### config.mk
export PLATFORM = sky130hd
export DESIGN_NAME = rs_enc_sched
export DESIGN_NICKNAME = d
export VERILOG_FILES = /design/src/rtl/rs_pkg.sv /design/src/rtl/rs_rr_arb2.sv /design/src/rtl/rs_enc_sched.sv
export SDC_FILE = /design/constraint.sdc
export NUM_CORES = 1
export LEC_CHECK = 0
export ABC_AREA = 1
export CORE_MARGIN = 2
export CORE_UTILIZATION = 45
export CTS_CLUSTER_DIAMETER = 100
export DETAILED_ROUTE_END_ITERATION = 12
export GPL_ROUTABILITY_DRIVEN = 0
export MAX_ROUTING_LAYER = met4
export PLACE_DENSITY = 0.9
export SETUP_SLACK_MARGIN = 0.2
export SLEW_MARGIN = 20
export SYNTH_ARGS = -nofsm -noshare
export SYNTH_HDL_FRONTEND = slang
export SYNTH_SLANG_ARGS = --single-unit
### constraint.sdc
create_clock -name clk -period 1.7 [get_ports clk]
set_clock_uncertainty 0.2 [all_clocks]
set_input_delay 0.17 -clock clk [delete_from_list [all_inputs] [get_ports clk]]
set_output_delay 0.17 -clock clk [all_outputs]
set_load 0.03 [all_outputs]
### src/rtl/rs_pkg.sv
// Shared constants, state encoding and helpers for the RS(10,8) encoder frame scheduler.
package rs_pkg;

    localparam int SYM_W   = 4;
    localparam int N_SLOTS = 10;
    localparam int K_SLOTS = 8;
    localparam int SLOT_W  = 4;

    typedef enum logic [1:0] {
        IDLE   = 2'd0,
        DATA   = 2'd1,
        PARITY = 2'd2
    } sched_state_e;

    function automatic logic [1:0] onehot2(input logic idx);
        return idx ? 2'b10 : 2'b01;
    endfunction

endpackage

### src/rtl/rs_rr_arb2.sv
// Two-request arbiter; round robin by default, fixed priority (source 0 wins)
// when RS_SCHED_FIXED_PRIO_EN is defined.
module rs_rr_arb2
    import rs_pkg::*;
(
    input  logic       clk_i,
    input  logic       rst_i,
    input  logic [1:0] req_i,
    input  logic       upd_i,
    output logic       win_o,
    output logic       any_o
);

    assign any_o = |req_i;

`ifdef RS_SCHED_FIXED_PRIO_EN
    logic unused_s;

    assign win_o    = ~req_i[0];
    assign unused_s = ^{clk_i, rst_i, upd_i};
`else
    logic last_q;

    // Winner selection: under contention the source not served last wins.
    always_comb begin
        win_o = 1'b0;
        if (req_i == 2'b11) begin
            win_o = ~last_q;
        end else begin
            win_o = req_i[1];
        end
    end

    // Pointer update; reset value 1 makes source 0 the first favourite.
    always_ff @(posedge clk_i or posedge rst_i) begin
        if (rst_i) begin
            last_q <= 1'b1;
        end else if (upd_i && any_o) begin
            last_q <= win_o;
        end else begin
            last_q <= last_q;
        end
    end
`endif

endmodule

### src/rtl/rs_enc_sched.sv
// Shares one RS(10,8) GF(16) encoder core between two sources, whole frames at a time.
// Arbitration mode selected by macro RS_SCHED_FIXED_PRIO_EN (undefined: round robin).
module rs_enc_sched
    import rs_pkg::*;
#(
    parameter int DATA_SLOTS = K_SLOTS,
    parameter int PAR_SLOTS  = N_SLOTS - K_SLOTS
) (
    input  logic             clk,
    input  logic             reset,
    input  logic [1:0]       src_req,
    output logic [1:0]       src_gnt,
    input  logic [1:0]       src_valid,
    input  logic [SYM_W-1:0] src_data0,
    input  logic [SYM_W-1:0] src_data1,
    output logic [1:0]       src_ready,
    output logic             enc_sync,
    output logic [SYM_W-1:0] enc_x,
    input  logic [SYM_W-1:0] enc_y,
    output logic [SYM_W-1:0] y_data,
    output logic             y_valid,
    output logic             y_sof,
    output logic             y_eof,
    output logic             y_par,
    output logic             y_src,
    input  logic             err_clr,
    output logic [1:0]       underrun
);

    localparam logic [SLOT_W-1:0] LAST_DATA = SLOT_W'(DATA_SLOTS - 1);
    localparam logic [SLOT_W-1:0] LAST_SLOT = SLOT_W'(DATA_SLOTS + PAR_SLOTS - 1);

    sched_state_e      state_q;
    logic [SLOT_W-1:0] slot_q;
    logic              gidx_q;
    logic [1:0]        gnt_q;
    logic [1:0]        rdy_q;
    logic              sync_q;
    logic [SYM_W-1:0]  y_data_q;
    logic              y_valid_q, y_sof_q, y_eof_q, y_par_q, y_src_q;
    logic [1:0]        underrun_q, underrun_d;

    logic              arb_upd_s, arb_win_s, arb_any_s;
    logic              sel_valid_s, active_s;
    logic [SYM_W-1:0]  sel_data_s, enc_x_s;
    logic [1:0]        ur_set_s;

    assign arb_upd_s = (state_q == IDLE) || ((state_q == PARITY) && (slot_q == LAST_SLOT));
    assign active_s  = (state_q != IDLE);

    rs_rr_arb2 u_arb (
        .clk_i (clk),
        .rst_i (reset),
        .req_i (src_req),
        .upd_i (arb_upd_s),
        .win_o (arb_win_s),
        .any_o (arb_any_s)
    );

    // Symbol path into the core and per-slot underrun detection.
    always_comb begin
        sel_valid_s = src_valid[gidx_q];
        sel_data_s  = gidx_q ? src_data1 : src_data0;
        enc_x_s     = '0;
        ur_set_s    = 2'b00;
        if (state_q == DATA) begin
            if (sel_valid_s) begin
                enc_x_s = sel_data_s;
            end else begin
                ur_set_s = onehot2(gidx_q);
            end
        end else begin
            enc_x_s  = '0;
            ur_set_s = 2'b00;
        end
        underrun_d = (underrun_q & {2{~err_clr}}) | ur_set_s;
    end

    // Frame FSM; grant, ready and core sync are registered alongside the state.
    always_ff @(posedge clk or posedge reset) begin
        if (reset) begin
            state_q <= IDLE;
            slot_q  <= '0;
            gidx_q  <= 1'b0;
            gnt_q   <= 2'b00;
            rdy_q   <= 2'b00;
            sync_q  <= 1'b1;
        end else begin
            case (state_q)
                IDLE: begin
                    slot_q <= '0;
                    if (arb_any_s) begin
                        state_q <= DATA;
                        gidx_q  <= arb_win_s;
                        gnt_q   <= onehot2(arb_win_s);
                        rdy_q   <= onehot2(arb_win_s);
                        sync_q  <= 1'b0;
                    end else begin
                        gnt_q  <= 2'b00;
                        rdy_q  <= 2'b00;
                        sync_q <= 1'b1;
                    end
                end
                DATA: begin
                    slot_q <= slot_q + SLOT_W'(1);
                    if (slot_q == LAST_DATA) begin
                        state_q <= PARITY;
                        rdy_q   <= 2'b00;
                    end else begin
                        state_q <= DATA;
                    end
                end
                PARITY: begin
                    if (slot_q != LAST_SLOT) begin
                        slot_q <= slot_q + SLOT_W'(1);
                    end else if (arb_any_s) begin
                        // Back-to-back frame: the core wraps to slot 0 on its own.
                        state_q <= DATA;
                        slot_q  <= '0;
                        gidx_q  <= arb_win_s;
                        gnt_q   <= onehot2(arb_win_s);
                        rdy_q   <= onehot2(arb_win_s);
                    end else begin
                        state_q <= IDLE;
                        slot_q  <= '0;
                        gnt_q   <= 2'b00;
                        rdy_q   <= 2'b00;
                        sync_q  <= 1'b1;
                    end
                end
                default: begin
                    state_q <= IDLE;
                    slot_q  <= '0;
                    gnt_q   <= 2'b00;
                    rdy_q   <= 2'b00;
                    sync_q  <= 1'b1;
                end
            endcase
        end
    end

    // Output stage and sticky underrun flags.
    always_ff @(posedge clk or posedge reset) begin
        if (reset) begin
            y_data_q   <= '0;
            y_valid_q  <= 1'b0;
            y_sof_q    <= 1'b0;
            y_eof_q    <= 1'b0;
            y_par_q    <= 1'b0;
            y_src_q    <= 1'b0;
            underrun_q <= 2'b00;
        end else begin
            y_data_q   <= active_s ? enc_y : '0;
            y_valid_q  <= active_s;
            y_sof_q    <= (state_q == DATA) && (slot_q == '0);
            y_eof_q    <= (state_q == PARITY) && (slot_q == LAST_SLOT);
            y_par_q    <= (state_q == PARITY);
            y_src_q    <= active_s & gidx_q;
            underrun_q <= underrun_d;
        end
    end

    assign src_gnt   = gnt_q;
    assign src_ready = rdy_q;
    assign enc_sync  = sync_q;
    assign enc_x     = enc_x_s;
    assign y_data    = y_data_q;
    assign y_valid   = y_valid_q;
    assign y_sof     = y_sof_q;
    assign y_eof     = y_eof_q;
    assign y_par     = y_par_q;
    assign y_src     = y_src_q;
    assign underrun  = underrun_q;

endmodule

## Yosys cells after proc, flatten, opt, wreduce, memory -nomap -nowiden

Index checks and enable logic that the tools add are counted.

- $add $sub $neg: 1
- $lt $le $gt $ge: 1
- Eq/ne operators: 10
- Multiplexer cells: 30
- Bitwise gates (word level): 6
- Reduce and logical (&&, ||, !) cells: 14

Operator list:

| operator | count |
|---|---|
| two-way mux 2 bit | 10 |
| two-way mux 4 bit | 5 |
| one-hot mux 2 bit (3 select lines) | 3 |
| two-way mux 1 bit | 9 |
| one-hot mux 4 bit (2 select lines) | 1 |
| AND reduction 2 bit | 4 |
| adder 4 x 1 -> 4 bit, second input constant | 1 |
| == test 2 bit, second input constant | 2 |
| == test 4 x 3 -> 1 bit, second input constant | 1 |
| == test 4 bit, second input constant | 1 |
| zero test 4 bit | 1 |
| != test 2 x 1 -> 1 bit, second input constant | 2 |
| != test 2 bit, second input constant | 2 |
| != test 4 bit, second input constant | 1 |
| nonzero test 2 bit | 2 |
| logical AND 1 bit | 3 |
| inverter 1 bit | 3 |
| one-hot mux 1 bit (3 select lines) | 1 |
| AND reduction 3 bit | 1 |
| bitwise AND 2 bit | 1 |
| == test 2 x 1 -> 1 bit, second input constant | 1 |
| zero test 2 bit | 1 |
| less-than comparator 1 x 2 -> 1 bit, second input constant | 1 |
| bitwise OR 2 bit | 1 |
| 4 further kinds | 4 |

- Register bits: 24
- Output and inout port bits: 20
- Logic and storage cells: 76

## Logic depth before layout (Yosys ltp)

Gate-level depths: netlist (run 1).

- Depth after elaboration: 6
- Gate-level depth with buffers: 10
- Gate-level depth less buffers: 9

## Hierarchy

A second synthesis (run 1) with hierarchy kept.

- Cell total of the unflattened synthesis: 130
- Area, all modules: 1167.4 um^2

By module, submodules not included:

| module | times used | cells an instance | area an instance (um^2) |
|---|---|---|---|
| rs_enc_sched | 1 | 121 | 1102.3 |
| rs_rr_arb2 | 1 | 9 | 65.1 |

## Least setup slack after synthesis (run 1)

Ideal clock, no wire load.

- Path kind: reg2out
- Start point: register state_q[1]
- End point: output port enc_x[0]
- Data arrival time: 1285 ps
- Data required time: 1330 ps
- Path slack: 45 ps
- Cell stages (with the launch flop): 5
- Buffers on the path: 0
- Cell sequence: dfrtp_1 inv_1 ha_1 nand3_2 a21oi_1

- Word-level cells in the longest chain between the ends: 2

RTL lines:

| element | line | source |
|---|---|---|
| start, declared | rs_enc_sched.sv:33 | `sched_state_e state_q;` |
| start signal, assigned | rs_enc_sched.sv:82 | `state_q <= IDLE;` |
| start signal, assigned | rs_enc_sched.sv:93 | `state_q <= DATA;` |
| start signal, assigned | rs_enc_sched.sv:107 | `state_q <= PARITY;` |
| == test 2 x 1 -> 1 bit | rs_enc_sched.sv:66 | `if (state_q == DATA) begin` |
| two-way mux 4 bit | rs_enc_sched.sv:66 |  |
| end, declared | rs_enc_sched.sv:18 | `output logic [SYM_W-1:0] enc_x,` |

No other way between the ends.

## Worst setup path in the final report (run 1)

- Start point: register state_q[1]
- End point: output port enc_x[1]

Same word-level chain as after synthesis.

==> flow_summary.rst, run 1 <==
.. list-table::
   :header-rows: 1

   * - Metric
     - Value
   * - Max cap viols
     - 0
   * - First-pass iteration count of the detailed router
     - 4
   * - Reg2Reg Setup Slack
     - 0.02 ns
   * - First-pass GRT wire length
     - 5600 µm
   * - Mean area per synthesized cell
     - between 8 and 9 µm²
   * - I/O pin total
     - 39
   * - Number of slew-limit violations in the final report
     - 0
   * - Clock tree sinks
     - 24
   * - DPL Wire Length
     - approximately 2100 µm
   * - Cell area after layout
     - about 1900 µm²
   * - Die outline area
     - 3040 µm²
   * - Sequential Area
     - 604 µm²
   * - Cell type contributing the most total cell area after synthesis
     - sky130_fd_sc_hd__dfrtp_1
   * - Most common library cell in the layout ignoring fill and taps
     - sky130_fd_sc_hd__nand2_1
   * - Remaining routing DRC violations
     - 0
   * - Number of CTS-inserted buffers
     - 3
   * - Leading cell types in the layout, fill and taps excluded
     - sky130_fd_sc_hd__nand2_1 (26), sky130_fd_sc_hd__dfrtp_1 (21), sky130_fd_sc_hd__clkdlybuf4s50_1 (18)
   * - Clock-pin slew on the worst setup and hold paths
     - approximately 0.14 ns
   * - Clock latency at the later pin of the worst-skew pair
     - between 0.3 and 0.4 ns
   * - CP Cell Sequence
     - inv_2, ha_4, nand3_4, a21oi_2, buf_6
   * - Top cells by area, synth
     - sky130_fd_sc_hd__dfrtp_1 (47%), sky130_fd_sc_hd__nand2_1 (9.2%), sky130_fd_sc_hd__ha_1 (7.4%), sky130_fd_sc_hd__inv_1 (6.1%), sky130_fd_sc_hd__dfstp_2 (4.5%)
   * - Synth Instances
     - 131
   * - Power density over cell area
     - 1570 nW/µm²
   * - Post-DR wirelength/cell
     - between 15 and 20 µm
   * - Highest fanout seen on the critical path
     - 4
   * - Vias in the first global route
     - approximately 1.2k
   * - Number of placement rows
     - 18
   * - Multiplexer share of the synthesized area
     - 0%
   * - Aggregate negative setup slack
     - -0.426 ns
   * - Endpoints failing setup
     - 4
   * - Number of flops mapped to enable cells by yosys
     - 0
   * - Worst setup margin
     - -0.117 ns
   * - Pin count of the biggest net entering global routing
     - 25
   * - Cell at the root of the clock tree
     - sky130_fd_sc_hd__clkbuf_4
   * - Net Count, Synth
     - between 150 and 200
   * - Slew at the pin closest to its max-slew limit
     - slightly below 0.5 ns
   * - Dominant combinational cell family by area after synthesis
     - simple AND/OR/NAND/NOR gates
   * - Detailed router's first-iteration violation count
     - 25
   * - Chip Height
     - between 50 and 60 µm
   * - Portion of the post-synthesis area used by sequential elements
     - roughly half
   * - Fraction of the core area covered by cells at the end of the flow
     - 76.7%
   * - Dominant synthesized flop cell
     - sky130_fd_sc_hd__dfrtp_1
   * - Fraction of the mapped netlist area in adder cells
     - 7.44%
   * - Fill cells
     - 134
   * - Layout net count
     - 215
   * - CTS tree
     - done
   * - Standby leakage power
     - between 0.9 and 1 nW
   * - Total number of H-tree levels
     - 1
   * - Category of the critical setup timing path
     - reg2out
   * - Post-detailed-routing wire length
     - 3920 µm
   * - Initial core utilization
     - 47.5%
   * - Chip width
     - 55.2 µm
   * - Post-placement worst setup slack
     - around 0.073 ns
   * - Clock tree buffer depth
     - 2
   * - Count of port buffers added during placement
     - 38
   * - Part of the cycle the worst path needs
     - 107%
   * - Setup repair after global routing missed its margin
     - yes
   * - Initial antenna violation count
     - 0
   * - Violated checks
     - negative setup slack
   * - Layout overhead on the synthesized area
     - 61.4%
   * - Synth Area in Compound Gates
     - about 6.6%
   * - Data arrival, critical path
     - 1.45 ns
   * - Peak VDD IR
     - around 1.3 mV
   * - Antenna violation net count after detailed routing
     - 0
   * - # diodes
     - 0
   * - Area of placed instances
     - between 1500 and 2000 µm²
   * - Maximum achievable frequency
     - around 0.55 GHz
   * - Hold slack final
     - ~0.13 ns
   * - Post-Synth Simple-Gate Area
     - 25.6%
   * - Total congestion overflow after global routing
     - 0
   * - Min cycle time layout
     - 1.82 ns
   * - Routed vias/inst
     - between 5 and 6
   * - Delay of the slowest cell on the worst path
     - roughly 0.43 ns
   * - Nature of the critical path startpoint
     - flip-flop
   * - Post-synth top area share
     - between 40% and 50%
   * - Global routing usage summed across all routing layers
     - 28.5%
   * - Remaining max-slew budget at the tightest pin
     - between 60 and 70%
   * - Number of hold-slack violations in the final timing report
     - 0
   * - Netlist area before placement
     - roughly 1200 µm²
   * - Post-synthesis xor/xnor area fraction
     - between 1 and 1.5%
   * - Critical Path RT
     - between 1 and 1.5 ns
   * - CP endpoint kind
     - output port
   * - Overall via count from detail_route
     - about 1.2k
   * - Worst Hold Class
     - in2reg
   * - Ys async rst share
     - 100%
   * - Number of storage elements in the synthesis netlist
     - 24
   * - Number of library cell types mapped by synthesis
     - 23
   * - Ratio of cells with drive above 1 in the final layout
     - between 30% and 40%
   * - Critical-path top delay cell
     - sky130_fd_sc_hd__dfrtp_1
   * - Total of warnings raised by yosys
     - 0
   * - Run status
     - finished with violations
   * - Area of combinational cells with multiple inputs
     - ~640 µm²
   * - Core area
     - roughly 2500 µm²
-- flip-flops by register name, summed over array words and instances, names as in the netlist, 2 cells and up --
register   cells
underrun       2
src_gnt        2
state_q        2
src_ready      2
slot_q         4
y_data         4
-- where the power goes --
group | internal (W) | switching (W) | total [W]
sequential | 0.000780 | 0.000130 | 0.000910
clock | 0.000132 | 0.000190 | 0.000321
combinational | 0.000682 | 0.00106 | 0.00175
total | 0.00159 | 0.00138 | 0.00298
-- metrics by stage --
stage	power, W	instances
2_1_floorplan	0.00177	131
3_3_place_gp	0.00222	200
3_5_place_dp	0.00228	200
4_1_cts	0.00278	217
5_1_grt	0.00315	218
6_report	0.00298	218
-- synth_stat cells, types with 2 or more instances --
library cell              count
sky130_fd_sc_hd__nand3_2      2
sky130_fd_sc_hd__dfrtp_1     22
sky130_fd_sc_hd__nand2_4      4
sky130_fd_sc_hd__nand3_1      7
sky130_fd_sc_hd__a21oi_1      5
sky130_fd_sc_hd__o21ai_1      8
sky130_fd_sc_hd__inv_1       19
sky130_fd_sc_hd__nor2_1       8
sky130_fd_sc_hd__nand2_1     29
sky130_fd_sc_hd__inv_2        2
sky130_fd_sc_hd__nor2_2       5
sky130_fd_sc_hd__dfstp_2      2
sky130_fd_sc_hd__o22ai_1      2
sky130_fd_sc_hd__ha_1         7
-- area by class of cell --
cell class                 instances  area share (%)
multi-input combinational         84            33.6
sequential                        24            31.8
timing repair buffer              54            26.1
inverter                          22            4.67
tap                               30            1.97
clock buffer                       4            1.91
-- critical path: cells and delay by family (launching register included) --
kind,cells,cell delay (ns)
adder cells (fa/ha/maj),1,0.17
buffers and inverters,2,0.25
AND/OR/NAND/NOR,1,0.11
AO/OA/AOI/OAI,1,0.15
flip-flops,1,0.43
-- layer usage --
metal / vias up / track usage (%) / wire, µm
met5: - / - / 0
met4: 0 / 21.1 / 162
met3: 19 / 10.2 / 274
met2: 74 / 51.0 / 2190
met1: 576 / 23.9 / 1300
li1: 524 / - / -
-- cells by family after synthesis --
group           Yosys count
compound gates           15
xor+xnor                  2
fa+ha+maj                 7
buf+inv                  23
flops                    24
simple gates             60
-- timing repair --
action | in CTS | in global routing
endpoints found under the setup margin | 33 | 23
setup buffers | 12 | 1
gates resized for setup | 51 | 20
pin swaps | 7 | 7
endpoints found under the hold margin | 22 | 0
hold buffers | 1 | 0
-- final timing paths --
check,start,endpoint,cells after the start
min reg2reg,u_arb.last_q,u_arb.last_q,2
max reg2reg,state_q[0],src_ready[1],7
min in group asynchronous,reset,y_data[0],4
max in group asynchronous,reset,u_arb.last_q,4
min,enc_y[2],y_data[2],3
max,state_q[1],enc_x[1],5
(Power assumes the default switching activity.)
==> inputs of run 2 (changes only) <==
--- a/config.mk
+++ b/config.mk
@@ -11,7 +11,6 @@
 export CTS_CLUSTER_DIAMETER = 100
 export DETAILED_ROUTE_END_ITERATION = 12
 export GPL_ROUTABILITY_DRIVEN = 0
-export MAX_ROUTING_LAYER = met4
 export PLACE_DENSITY = 0.9
 export SETUP_SLACK_MARGIN = 0.2
 export SLEW_MARGIN = 20
==> flow_summary.rst, run 2 (synthesis results as in run 1) <==
.. list-table::
   :header-rows: 1

   * - Metric
     - Value
   * - Maximum achievable frequency
     - between 0.5 and 0.6 GHz
   * - Data arrival, critical path
     - ~1.4 ns
   * - Number of slew-limit violations in the final report
     - 0
   * - CP Cell Sequence
     - inv_2, ha_4, nand3_4, a21oi_2, buf_6
   * - Buffers and inverters on the worst path
     - 2
   * - Clock latency at the later pin of the worst-skew pair
     - roughly 0.32 ns
   * - Total congestion overflow after global routing
     - 0
   * - Chip Height
     - ~55 µm
   * - Layout net count
     - between 200 and 250
   * - Chip width
     - 55.2 µm
   * - Number of hold-slack violations in the final timing report
     - 0
   * - Remaining routing DRC violations
     - 0
   * - Clock-pin slew on the worst setup and hold paths
     - roughly 0.13 ns
   * - Met1 Wirelength
     - ~1400 µm
   * - Core area
     - ~2500 µm²
   * - Remaining max-slew budget at the tightest pin
     - about 67%
   * - CP endpoint kind
     - output port
   * - Critical-path top delay cell
     - sky130_fd_sc_hd__dfrtp_1
   * - Hold slack final
     - about 0.17 ns
   * - Vias in the first global route
     - roughly 1.2k
   * - Total placed cells including tap cells
     - 200
   * - Violated checks
     - negative setup slack
   * - Nature of the critical path startpoint
     - flip-flop
   * - Initial antenna violation count
     - 0
   * - # diodes
     - 0
   * - Antenna violation net count after detailed routing
     - 0
   * - WL met3
     - 293 µm
   * - Post-route insts no fill
     - roughly 220
   * - Standby leakage power
     - between 0.9 and 1 nW
   * - First-pass iteration count of the detailed router
     - 5
   * - Total number of H-tree levels
     - 1
   * - Post-layout power
     - about 0.003 W
   * - First-pass GRT wire length
     - 5550 µm
   * - Peak VDD IR
     - 1.50 mV
   * - Crit-path leading delay family
     - flip-flops
   * - Count of port buffers added during placement
     - 38
   * - CTS tree
     - done
   * - Clock tree buffer depth
     - 2
   * - Overall via count from detail_route
     - about 1.2k
   * - Most common library cell in the layout ignoring fill and taps
     - sky130_fd_sc_hd__nand2_1
   * - Ratio of cells with drive above 1 in the final layout
     - about 37%
   * - Setup repair after global routing missed its margin
     - yes
   * - Delay of the slowest cell on the worst path
     - ~0.43 ns
   * - Initial core utilization
     - approximately 48%
   * - Global routing usage summed across all routing layers
     - between 20% and 30%
   * - Clock tree sinks
     - 24
   * - Worst Hold Class
     - in2reg
   * - Post-DR wirelength/cell
     - 18.6 µm
   * - Min cycle time layout
     - approximately 1.8 ns
   * - Layout overhead on the synthesized area
     - 64.3%
   * - Power density over cell area
     - roughly 1600 nW/µm²
   * - I/O pin total
     - 39
   * - Leading cell types in the layout, fill and taps excluded
     - sky130_fd_sc_hd__nand2_1 (24), sky130_fd_sc_hd__dfrtp_1 (21), sky130_fd_sc_hd__clkdlybuf4s50_1 (18)
   * - Worst setup margin
     - -0.107 ns
   * - Number of placement rows
     - 18
   * - Sum of met2 wire segment lengths after detailed routing
     - between 2000 and 2500 µm
   * - Highest fanout seen on the critical path
     - 4
   * - Number of CTS-inserted buffers
     - 3
   * - Slew at the pin closest to its max-slew limit
     - roughly 0.50 ns
   * - Category of the critical setup timing path
     - reg2out
   * - Cell at the root of the clock tree
     - sky130_fd_sc_hd__clkbuf_4
   * - Endpoints failing setup
     - 6
   * - Critical Path RT
     - ~1.3 ns
   * - Top layer used by detailed routing
     - met4
   * - Pin count of the biggest net entering global routing
     - 25
   * - DPL Wire Length
     - roughly 2100 µm
   * - Die outline area
     - just over 3000 µm²
   * - Run status
     - finished with violations
   * - Max cap viols
     - 0
   * - Routed vias/inst
     - ~5.6
   * - Part of the cycle the worst path needs
     - 106%
   * - Detailed router's first-iteration violation count
     - 35
   * - Post-detailed-routing wire length
     - slightly above 4000 µm
-- run 2: cell counts in the layout (fill, tap and decap cells not counted) --
No cell type changed its count.
-- run 2: worst paths after layout --
kind                              start      endpoint  slack [ns]  cells after the start
min in group asynchronous         reset     y_data[3]        0.55                      4
setup reg to reg             state_q[0]    state_q[0]       -0.02                     10
setup / recovery             state_q[1]      enc_x[1]       -0.11                      5
hold / removal                 enc_y[3]     y_data[3]        0.17                      3
hold reg to reg            u_arb.last_q  u_arb.last_q        0.30                      2
max in group asynchronous         reset  u_arb.last_q        0.46                      4
-- run 2: repair_timing --
| action | in CTS | in global routing |
|---|---|---|
| setup endpoints to repair | 33 | 23 |
| resized for setup | 51 | 28 |
| pin swaps | 7 | 9 |
| buffers inserted | 12 | 1 |
| endpoints found under the hold margin | 22 | 0 |
| hold buffers | 1 | 0 |
-- run 2: worst reg2reg max path, stage by stage (launching register included) --
cell	delay, ns
sky130_fd_sc_hd__dfrtp_1	0.44
sky130_fd_sc_hd__buf_4	0.15
sky130_fd_sc_hd__buf_6	0.12
sky130_fd_sc_hd__inv_6	0.06
sky130_fd_sc_hd__ha_4	0.16
sky130_fd_sc_hd__buf_6	0.13
sky130_fd_sc_hd__nand2_8	0.10
sky130_fd_sc_hd__nand2_8	0.10
sky130_fd_sc_hd__nor2_2	0.04
sky130_fd_sc_hd__nand2_1	0.07
sky130_fd_sc_hd__nand2_1	0.06
-- run 2: final cells by class --
| cell class | instances | area, µm² |
|---|---|---|
| Clock buffer | 4 | 36.3 |
| Fill cell | 129 | 543 |
| Tap cell | 30 | 37.5 |
| Inverter | 22 | 91.3 |
| Timing Repair Buffer | 54 | 503 |
| Sequential cell | 24 | 604 |
| Multi-Input combinational cell | 84 | 662 |
-- run 2: where the power goes --
group          switching (W)  leakage (nW)  total (W)  internal (W)
Clock               0.000179        0.0210   0.000311      0.000131
Sequential          0.000135         0.301   0.000914      0.000780
Combinational        0.00111         0.603    0.00182      0.000715
Total                0.00142         0.925    0.00305       0.00163
-- run 2: routing by layer --
metal | vias up | track usage (%)
met1 | 590 | 23.4
met3 | 23 | 10.2
met2 | 81 | 51.0
li1 | 525 | -
met5 | - | 0
met4 | 0 | 21.1
-- run 2: metrics by stage --
stage               cell area, µm²  util [%]  worst slack [ns]  TNS, ns
floorplan                     1180         -            0.0452        0
global placement              1590      64.3             0.121        0
detailed placement            1590      64.3            0.0730        0
CTS                           1830      73.8           -0.0132  -0.0184
global route                  1930      78.1            -0.151    -1.19
finish                        1930      78.1            -0.107   -0.412
==> inputs of run 3 (changes only) <==
--- a/config.mk
+++ b/config.mk
@@ -10,8 +10,9 @@
 export CORE_UTILIZATION = 45
 export CTS_CLUSTER_DIAMETER = 100
 export DETAILED_ROUTE_END_ITERATION = 12
+export DONT_BUFFER_PORTS = 1
 export GPL_ROUTABILITY_DRIVEN = 0
-export PLACE_DENSITY = 0.9
+export PLACE_DENSITY = 0.71
 export SETUP_SLACK_MARGIN = 0.2
 export SLEW_MARGIN = 20
 export SYNTH_ARGS = -nofsm -noshare
==> flow_summary.rst, run 3 (synthesis results as in run 1) <==
.. list-table::
   :header-rows: 1

   * - Metric
     - Value
   * - Run status
     - finished with violations
   * - Violated checks
     - negative hold slack, negative setup slack
   * - Max cap viols
     - 0
   * - Remaining max-slew budget at the tightest pin
     - between 60% and 70%
   * - Nature of the critical path startpoint
     - flip-flop
   * - Layout net count
     - around 200
   * - Worst Hold Class
     - in2reg
   * - Fraction of the core area covered by cells at the end of the flow
     - between 70% and 80%
   * - Initial core utilization
     - 47.5%
   * - Number of hold-slack violations in the final timing report
     - 2
   * - Ratio of cells with drive above 1 in the final layout
     - 47.9%
   * - Pin count of the biggest net entering global routing
     - 25
   * - Worst setup margin
     - -0.0198 ns
   * - Post-DR wirelength/cell
     - between 15 and 20 µm
   * - Slew at the pin closest to its max-slew limit
     - about 0.51 ns
   * - DPL Wire Length
     - 1670 µm
   * - Part of the cycle the worst path needs
     - 101%
   * - First-pass iteration count of the detailed router
     - 4
   * - Setup repair after global routing missed its margin
     - yes
   * - Chip Height
     - between 50 and 60 µm
   * - Die outline area
     - a little over 3000 µm²
   * - Endpoints failing setup
     - 4
   * - Number of placement rows
     - 18
   * - Count of port buffers added during placement
     - 0
   * - Number of CTS-inserted buffers
     - 3
   * - Category of the critical setup timing path
     - reg2out
   * - Number of slew-limit violations in the final report
     - 0
   * - CP endpoint kind
     - output port
   * - Cell at the root of the clock tree
     - sky130_fd_sc_hd__clkbuf_4
   * - I/O pin total
     - 39
   * - Clock tree buffer depth
     - 2
   * - Clock latency at the later pin of the worst-skew pair
     - slightly above 0.3 ns
   * - Standby leakage power
     - between 0.8 and 0.9 nW
   * - Detailed router's first-iteration violation count
     - 13
   * - Remaining routing DRC violations
     - 0
   * - Total congestion overflow after global routing
     - 0
   * - Total number of H-tree levels
     - 1
   * - # diodes
     - 0
   * - Clock-pin slew on the worst setup and hold paths
     - ~0.13 ns
   * - Total placed cells including tap cells
     - around 170
   * - CTS tree
     - done
   * - Post-detailed-routing wire length
     - roughly 3100 µm
   * - Data arrival, critical path
     - 1.35 ns
   * - Routed vias/inst
     - a little over 5
   * - Initial antenna violation count
     - 0
   * - First-pass GRT wire length
     - between 3000 and 4000 µm
   * - Global routing usage summed across all routing layers
     - 18.0%
   * - Highest fanout seen on the critical path
     - 4
   * - Critical Path RT
     - between 1 and 1.5 ns
   * - Most common library cell in the layout ignoring fill and taps
     - sky130_fd_sc_hd__nand2_1
   * - Leading cell types in the layout, fill and taps excluded
     - sky130_fd_sc_hd__nand2_1 (22), sky130_fd_sc_hd__dfrtp_1 (20), sky130_fd_sc_hd__buf_4 (18)
   * - Power density over cell area
     - 1620 nW/µm²
   * - Maximum achievable frequency
     - about 0.58 GHz
   * - Post-route insts no fill
     - 199
   * - Core area
     - 2480 µm²
   * - Clock tree sinks
     - 24
   * - Layout overhead on the synthesized area
     - 52.0%
   * - Min cycle time layout
     - ~1.7 ns
   * - Hold slack final
     - -0.133 ns
   * - Vias in the first global route
     - 915
   * - Antenna violation net count after detailed routing
     - 0
   * - Peak VDD IR
     - between 1 and 1.5 mV
   * - Chip width
     - between 50 and 60 µm
   * - Reg2Reg Setup Slack
     - approximately 0.030 ns
   * - Overall via count from detail_route
     - 1017
run 3: per-stage QoR:
step / hold WS (ns) / setup TNS (ns) / cell area (µm²) / power (W) / worst slack (ns)
floorplan: -0.0169 / 0 / 1180 / 0.00177 / 0.0452
global placement: -0.0795 / 0 / 1250 / 0.00194 / 0.118
detailed placement: -0.0703 / 0 / 1250 / 0.00198 / 0.0791
CTS: -0.154 / -0.0125 / 1520 / 0.00248 / -0.00688
global route: -0.164 / -0.412 / 1790 / 0.00307 / -0.0862
finish: -0.133 / -0.0550 / 1790 / 0.00290 / -0.0198
run 3: final cells by class:
cell class / instances / area (µm²)
Inverter: 22 / 98.8
Fill cell: 152 / 688
Clock buffer: 4 / 26.3
Sequential cell: 24 / 606
Multi-Input combinational cell: 84 / 706
Timing Repair Buffer: 35 / 315
Tap cell: 30 / 37.5
run 3: report_power, final:
group / internal, W / switching [W] / leakage (nW)
Combinational: 0.000657 / 0.000782 / 0.499
Sequential: 0.000782 / 0.000424 / 0.300
Clock: 0.0000914 / 0.000160 / 0.0150
Total: 0.00153 / 0.00137 / 0.814
run 3: worst max-delay path: stages (launching register included):
cell	delay, ns
sky130_fd_sc_hd__dfrtp_2	0.46
sky130_fd_sc_hd__buf_4	0.15
sky130_fd_sc_hd__buf_4	0.13
sky130_fd_sc_hd__nand2_1	0.10
sky130_fd_sc_hd__a21oi_4	0.06
sky130_fd_sc_hd__buf_6	0.13
run 3: worst paths after layout:
path / startpoint / end / cells past startpoint
worst min register to register: u_arb.last_q / u_arb.last_q / 2
worst min-delay path: src_valid[0] / underrun[0] / 2
max in group asynchronous: reset / enc_sync / 3
worst max register to register: state_q[0] / enc_sync / 9
min in group asynchronous: reset / y_eof / 3
worst max-delay path: gidx_q / enc_x[3] / 5
run 3: repair_timing:
action | 4_1_cts | 5_1_grt
setup endpoints to repair | 12 | 17
pin swaps | 7 | 21
endpoints found under the hold margin | 34 | 3
setup buffers | 12 | 8
gates resized for setup | 19 | 49
hold buffers | 8 | 1
run 3: metal layers:
metal / vias to the layer above / global-route usage, % / share of wire (%)
met4: 0 / 7.32 / 0.39
li1: 489 / - / -
met2: 41 / 35.1 / 55
met1: 485 / 18.7 / 40
met3: 2 / 3.23 / 5.0
met5: - / 0 / 0
